File: src/rtl/alu_pkg.sv
// Shared definitions for the ALU issue front end: select codes, flag bit
// positions and the issue controller state encoding.
package alu_pkg;

  localparam int SEL_W  = 3;
  localparam int FLAG_W = 5;

  // ALU select encodings
  localparam logic [SEL_W-1:0] SEL_ADD = 3'b000;
  localparam logic [SEL_W-1:0] SEL_SUB = 3'b001;
  localparam logic [SEL_W-1:0] SEL_AND = 3'b010;
  localparam logic [SEL_W-1:0] SEL_OR  = 3'b011;
  localparam logic [SEL_W-1:0] SEL_XOR = 3'b100;
  localparam logic [SEL_W-1:0] SEL_NOT = 3'b101;
  localparam logic [SEL_W-1:0] SEL_SHL = 3'b110;
  localparam logic [SEL_W-1:0] SEL_SHR = 3'b111;

  // Bit positions inside the ALU flags vector
  localparam int FLAG_SIGN  = 4;
  localparam int FLAG_ZERO  = 3;
  localparam int FLAG_OVF   = 2;
  localparam int FLAG_PAR   = 1;
  localparam int FLAG_CARRY = 0;

  // Issue controller states
  typedef enum logic [1:0] {
    ST_IDLE  = 2'd0,
    ST_ISSUE = 2'd1,
    ST_RESP  = 2'd2
  } issue_state_e;

endpackage

File: src/rtl/alu_cmd_fifo.sv
// Command buffer for the ALU issue front end. First-word-fall-through
// synchronous FIFO: the head entry is visible on rdata_o whenever the FIFO
// is non-empty, and a pop simply advances past it.
module alu_cmd_fifo #(
  parameter int DW    = 12,
  parameter int DEPTH = 4
) (
  input  logic                         clk_i,
  input  logic                         rst_ni,
  input  logic                         push_i,
  input  logic                         pop_i,
  input  logic [DW-1:0]                wdata_i,
  output logic [DW-1:0]                rdata_o,
  output logic                         full_o,
  output logic                         empty_o,
  output logic [$clog2(DEPTH+1)-1:0]   count_o
);

  localparam int AW = (DEPTH > 1) ? $clog2(DEPTH) : 1;
  localparam int CW = $clog2(DEPTH+1);

  logic [DW-1:0] mem_q [DEPTH];
  logic [AW-1:0] wr_ptr_q, wr_ptr_d;
  logic [AW-1:0] rd_ptr_q, rd_ptr_d;
  logic [CW-1:0] count_q, count_d;
  logic          push_ok;
  logic          pop_ok;

  assign full_o  = (count_q == CW'(DEPTH));
  assign empty_o = (count_q == '0);
  assign count_o = count_q;
  assign rdata_o = mem_q[rd_ptr_q];

  // Pushes into a full FIFO and pops from an empty one are ignored, so the
  // pointers can never overrun each other even with a careless caller.
  assign push_ok = push_i && !full_o;
  assign pop_ok  = pop_i && !empty_o;

  // Pointer and occupancy bookkeeping; pointers wrap naturally at DEPTH.
  always_comb begin
    wr_ptr_d = wr_ptr_q;
    rd_ptr_d = rd_ptr_q;
    count_d  = count_q;
    if (push_ok) begin
      wr_ptr_d = wr_ptr_q + AW'(1);
    end
    if (pop_ok) begin
      rd_ptr_d = rd_ptr_q + AW'(1);
    end
    case ({push_ok, pop_ok})
      2'b10:   count_d = count_q + CW'(1);
      2'b01:   count_d = count_q - CW'(1);
      default: count_d = count_q;
    endcase
  end

  // Pointer and count registers, cleared by the asynchronous reset.
  always_ff @(posedge clk_i or negedge rst_ni) begin
    if (!rst_ni) begin
      wr_ptr_q <= '0;
      rd_ptr_q <= '0;
      count_q  <= '0;
    end else begin
      wr_ptr_q <= wr_ptr_d;
      rd_ptr_q <= rd_ptr_d;
      count_q  <= count_d;
    end
  end

  // Storage array; contents are don't-care until written, so no reset.
  always_ff @(posedge clk_i) begin
    if (push_ok) begin
      mem_q[wr_ptr_q] <= wdata_i;
    end
  end

endmodule

File: src/rtl/alu_issue_ctrl.sv
// Sequential front end for an external combinational ALU. Buffers commands,
// drives registered operands/select onto the ALU, captures the result into a
// held response register, and keeps an accumulator of the last result that a
// command may substitute for its A operand.
module alu_issue_ctrl
  import alu_pkg::*;
#(
  parameter int WIDTH = 4,
  parameter int DEPTH = 4
) (
  input  logic                         clk_i,
  input  logic                         rst_ni,
  input  logic                         cmd_valid_i,
  output logic                         cmd_ready_o,
  input  logic [WIDTH-1:0]             cmd_a_i,
  input  logic [WIDTH-1:0]             cmd_b_i,
  input  logic [SEL_W-1:0]             cmd_sel_i,
  input  logic                         cmd_use_acc_i,
  output logic [WIDTH-1:0]             alu_a_o,
  output logic [WIDTH-1:0]             alu_b_o,
  output logic [SEL_W-1:0]             alu_sel_o,
  input  logic [WIDTH-1:0]             alu_y_i,
  input  logic [FLAG_W-1:0]            alu_flags_i,
  output logic                         rsp_valid_o,
  input  logic                         rsp_ready_i,
  output logic [WIDTH-1:0]             rsp_y_o,
  output logic [FLAG_W-1:0]            rsp_flags_o,
  output logic [$clog2(DEPTH+1)-1:0]   fifo_count_o,
  output logic                         ovf_sticky_o,
  input  logic                         ovf_clr_i
);

  localparam int CMD_W = WIDTH + WIDTH + SEL_W + 1;

  issue_state_e state_q, state_d;

  logic [WIDTH-1:0]  alu_a_q, alu_a_d;
  logic [WIDTH-1:0]  alu_b_q, alu_b_d;
  logic [SEL_W-1:0]  alu_sel_q, alu_sel_d;
  logic [WIDTH-1:0]  rsp_y_q, rsp_y_d;
  logic [FLAG_W-1:0] rsp_flags_q, rsp_flags_d;
  logic              rsp_valid_q, rsp_valid_d;
  logic [WIDTH-1:0]  acc_q, acc_d;
  logic              ovf_q, ovf_d;

  logic              fifo_push;
  logic              fifo_pop;
  logic              fifo_full;
  logic              fifo_empty;
  logic [CMD_W-1:0]  fifo_wdata;
  logic [CMD_W-1:0]  fifo_rdata;

  logic [WIDTH-1:0]  head_a;
  logic [WIDTH-1:0]  head_b;
  logic [SEL_W-1:0]  head_sel;
  logic              head_use_acc;

  // Readiness depends only on occupancy, never on a same-cycle pop, so a
  // full FIFO refuses a push even in the cycle it is being drained.
  assign cmd_ready_o = !fifo_full;
  assign fifo_push   = cmd_valid_i && cmd_ready_o;
  assign fifo_wdata  = {cmd_a_i, cmd_b_i, cmd_sel_i, cmd_use_acc_i};
  assign {head_a, head_b, head_sel, head_use_acc} = fifo_rdata;

  alu_cmd_fifo #(
    .DW    (CMD_W),
    .DEPTH (DEPTH)
  ) u_cmd_fifo (
    .clk_i   (clk_i),
    .rst_ni  (rst_ni),
    .push_i  (fifo_push),
    .pop_i   (fifo_pop),
    .wdata_i (fifo_wdata),
    .rdata_o (fifo_rdata),
    .full_o  (fifo_full),
    .empty_o (fifo_empty),
    .count_o (fifo_count_o)
  );

  // Issue sequencing: pop and load operands, let the ALU settle for one
  // cycle, capture the result, then hold it until the consumer takes it.
  always_comb begin
    state_d     = state_q;
    alu_a_d     = alu_a_q;
    alu_b_d     = alu_b_q;
    alu_sel_d   = alu_sel_q;
    rsp_y_d     = rsp_y_q;
    rsp_flags_d = rsp_flags_q;
    rsp_valid_d = rsp_valid_q;
    acc_d       = acc_q;
    ovf_d       = ovf_q;
    fifo_pop    = 1'b0;

    case (state_q)
      ST_IDLE: begin
        if (!fifo_empty) begin
          fifo_pop  = 1'b1;
          alu_a_d   = head_use_acc ? acc_q : head_a;
          alu_b_d   = head_b;
          alu_sel_d = head_sel;
          state_d   = ST_ISSUE;
        end
      end
      ST_ISSUE: begin
        rsp_y_d     = alu_y_i;
        rsp_flags_d = alu_flags_i;
        acc_d       = alu_y_i;
        rsp_valid_d = 1'b1;
        state_d     = ST_RESP;
      end
      ST_RESP: begin
        if (rsp_valid_q && rsp_ready_i) begin
          rsp_valid_d = 1'b0;
          if (!fifo_empty) begin
            fifo_pop  = 1'b1;
            alu_a_d   = head_use_acc ? acc_q : head_a;
            alu_b_d   = head_b;
            alu_sel_d = head_sel;
            state_d   = ST_ISSUE;
          end else begin
            state_d = ST_IDLE;
          end
        end
      end
      default: begin
        state_d = ST_IDLE;
      end
    endcase

    // A capture of an overflowing result outranks a simultaneous clear.
    if (ovf_clr_i) begin
      ovf_d = 1'b0;
    end
    if ((state_q == ST_ISSUE) && alu_flags_i[FLAG_OVF]) begin
      ovf_d = 1'b1;
    end
  end

  // State, operand, response and accumulator registers.
  always_ff @(posedge clk_i or negedge rst_ni) begin
    if (!rst_ni) begin
      state_q     <= ST_IDLE;
      alu_a_q     <= '0;
      alu_b_q     <= '0;
      alu_sel_q   <= '0;
      rsp_y_q     <= '0;
      rsp_flags_q <= '0;
      rsp_valid_q <= 1'b0;
      acc_q       <= '0;
      ovf_q       <= 1'b0;
    end else begin
      state_q     <= state_d;
      alu_a_q     <= alu_a_d;
      alu_b_q     <= alu_b_d;
      alu_sel_q   <= alu_sel_d;
      rsp_y_q     <= rsp_y_d;
      rsp_flags_q <= rsp_flags_d;
      rsp_valid_q <= rsp_valid_d;
      acc_q       <= acc_d;
      ovf_q       <= ovf_d;
    end
  end

  assign alu_a_o      = alu_a_q;
  assign alu_b_o      = alu_b_q;
  assign alu_sel_o    = alu_sel_q;
  assign rsp_y_o      = rsp_y_q;
  assign rsp_flags_o  = rsp_flags_q;
  assign rsp_valid_o  = rsp_valid_q;
  assign ovf_sticky_o = ovf_q;

endmodule

File: config.mk
export PLATFORM = sky130hd
export DESIGN_NAME = alu_issue_ctrl
export DESIGN_NICKNAME = d
export VERILOG_FILES = /design/src/rtl/alu_pkg.sv /design/src/rtl/alu_cmd_fifo.sv /design/src/rtl/alu_issue_ctrl.sv
export SDC_FILE = /design/constraint.sdc
export NUM_CORES = 1
export LEC_CHECK = 0
export ABC_AREA = 1
export BUFFER_PORTS_ARGS = -buffer_cell sky130_fd_sc_hd__buf_2
export CORE_AREA = 3 3 82 84
export DETAILED_ROUTE_END_ITERATION = 8
export DIE_AREA = 0 0 85 87
export PLACE_DENSITY = 0.82
export SYNTH_ARGS = -nofsm -noshare
export SYNTH_HDL_FRONTEND = slang
export SYNTH_SLANG_ARGS = --single-unit
File: constraint.sdc
create_clock -name clk_i -period 2.4 [get_ports clk_i]
set_clock_uncertainty 0.2 [all_clocks]
set_input_delay 0.24 -clock clk_i [delete_from_list [all_inputs] [get_ports clk_i]]
set_output_delay 0.24 -clock clk_i [all_outputs]
set_load 0.02 [all_outputs]
==> reports/results.tsv <==
metric	value	unit
status	complete, no violations	
tightestPinTransition	712	ps
synth.mux.area_fraction	0	%
worst-setup-path-type	reg -> reg	
fmax	0.463	GHz
vias	2228	
drc_errors	0	
ios	52	
syn_avg_cell_area	11.4	um2
fin_crit	2160	ps
tritoncts	done	
coreArea	5990	um2
cellInternalPower	1960	uW
wire_per_inst	13.8	um
grt_use_total	18.2	%
hpwl	3830	um
globalplace.congestion	0.736	
combPwrFrac	2.7	%
nets	403	
final_cell_mix	nand2_1 (78), buf_2 (51), edfxtp_1 (48)	
hold_violations	0	
startpoint_type	flop	
worstPathCellList	inv_2 > nand3_1 > nand2_2 > ha_1 > inv_1 > fa_1 > a21oi_1 > o21ai_0 > xor2_1	
layout_setup_ws	241	ps
multi_input_area	891	um2
seq_area	2220	um2
utilization	67.0	%
ys_ff_latch	79	
clk_pin_slew	70	ps
io_buffer_count	51	
drt-initial-drc-count	179	
clk_latency	340	ps
switching_power	466	uW
crit_required	2420	ps
clk_path_buf_depth	2	
netlist_area	3280	um2
initial_core_util	54.8	%
cp-end-kind	flop	
share_seq_of_total_power	59.4	%
cts_made_buffers	9	
area_delta_synth_final	22.3	%
rows	28	
cts.sinks	79	
place_area	3590	um2
critPathArrivalTime	2180	ps
grt_max_degree	32	
fin_tns_setup	0	ps
die_area	7400	um2
max-slew-margin-rel	52.6	%
ys_seq_area_share	67.5	%
cp_max_fo	8	
dieHeight	87	um
antenna_left	0	
swShare	19.2	%
grt_overflow	0	
synth_nets	320	
grt_pass1_wl	10200	um
fin_area	4020	um2
slowest_stage	dfrtp_1	
synth_top_family_by_area	simple AND/OR/NAND/NOR gates	
finalSetupViolations	0	
synth_compound_area_share	5.98	%
synth_fa_ha_area_share	2.51	%
grt_pass1_vias	2253	
drt_pass1_iterations	6	
synthSimpleGateAreaFrac	17.6	%
synth_cell_type_count	24	
p_per_area	605	nW/um2
ir_drop	0.472	mV
synth_xor_area_share	1.07	%
cts_root_buf	clkbuf_8	
ctsHtreeMaxLevel	3	
die_x	85	um
hold_path_class	in -> reg	
antenna_cells	0	
rsz0062_at_grt	false	
leakage	0.00175	uW
routed_wl	6230	um
drv_slew	0	
drive_above_1_share	24.5	%
period_share	90.0	%
syn_inst	288	
whs	27.5	ps
drv_cap	0	
clock_power_share	37.8	%
viasPerCell	4.94	
post-place-ws	271	ps
yosysWarnings	0	
final.fill_count	440	
antenna_found_initial	0	
max_stage_delay	410	ps
final_common_cell	nand2_1	
worst max-delay path, delay by kind of cell (launching register included):
family / cells / cell delay (ps)
AOI/OAI and AO/OA: 2 / 290
xor gates and xnor gates: 1 / 160
adders and majority gates: 2 / 540
buffers and inverters: 2 / 170
DFF: 1 / 410
and+or+nand+nor: 2 / 270
power groups by stage:
| stage | clock network [uW] | registers (uW) | logic [uW] |
|---|---|---|---|
| 4_1_cts | 944 | 1440 | 66.2 |
| 6_report | 919 | 1440 | 66.3 |
| 2_1_floorplan | 0 | 1470 | 0.0192 |
| 3_5_place_dp | 0 | 1470 | 37.2 |
| 5_1_grt | 1000 | 1440 | 73.7 |
| 3_3_place_gp | 0 | 1470 | 36.5 |
flip-flops by register name, summed over array words and instances (netlist names):
signal,flops
state_q,2
alu_b_o,4
acc_q,4
alu_a_o,4
alu_sel_o,3
ovf_sticky_o,1
u_cmd_fifo.wr_ptr_q,2
u_cmd_fifo.mem_q,48
rsp_valid_o,1
rsp_flags_o,5
u_cmd_fifo.count_o,3
u_cmd_fifo.rd_ptr_q,2
cell families after synthesis:
logic type,count (synthesis)
flops,79
fa+ha+maj,6
simple gates,134
buf+inv,31
compound gates,34
xor+xnor,4
timing repair:
item	CTS	global route
setup buffers	0	0
hold endpoints to repair	89	0
gates resized for setup	0	0
hold buffers	24	0
cells in the mapped netlist (all sizes together):
cell     n  area (um2)
o22a     1        8.76
nor2    32         144
xnor2    1        8.76
ha       5        62.6
inv     21        81.3
edfxtp  48        1440
nand2   82         318
buf     10        95.1
o21ai   31         178
dfrtp   31         776
nand3   20         115
fa       1        20.0
xor2     3        26.3
a21oi    2        10.0
final cells by class:
class                   count  share of cell area (%)
repair buffers             82                    13.6
inverters                  21                    2.02
well taps                  75                    2.34
multi-input cells         178                    22.2
clock buffers              12                    3.36
flip-flops and latches     79                    55.2
clock inverters             4                    1.25
per-stage QoR:
stage,total power [uW],std cells
after global routing,2520,451
after CTS,2450,451
after detailed placement,1510,411
after global placement,1510,411
after floorplan,1470,288
final,2430,451
final timing paths:
| kind | slack [ps] | cells past startpoint | endpoint | startpoint |
|---|---|---|---|---|
| worst max-delay path | 240 | 9 | u_cmd_fifo.count_o[2] | u_cmd_fifo.count_o[0] |
| worst min-delay path | 30 | 4 | state_q[1] | rsp_ready_i |
| worst max register to register | 240 | 9 | u_cmd_fifo.count_o[2] | u_cmd_fifo.count_o[0] |
| worst min register to register | 270 | 2 | rsp_flags_o[1] | rsp_flags_o[1] |
| max in group asynchronous | 1260 | 2 | rsp_flags_o[4] | rst_ni |
| min in group asynchronous | 290 | 2 | rsp_flags_o[2] | rst_ni |
layer usage:
metal | share of wire (%) | track usage [%] | vias to the layer above
li1 | - | - | 1118
met1 | 40 | 19.4 | 1031
met2 | 52 | 33.0 | 70
met3 | 7.3 | 7.00 | 9
met4 | 1.2 | 6.04 | 0
met5 | 0 | 0 | -
(Power assumes the default switching activity.)
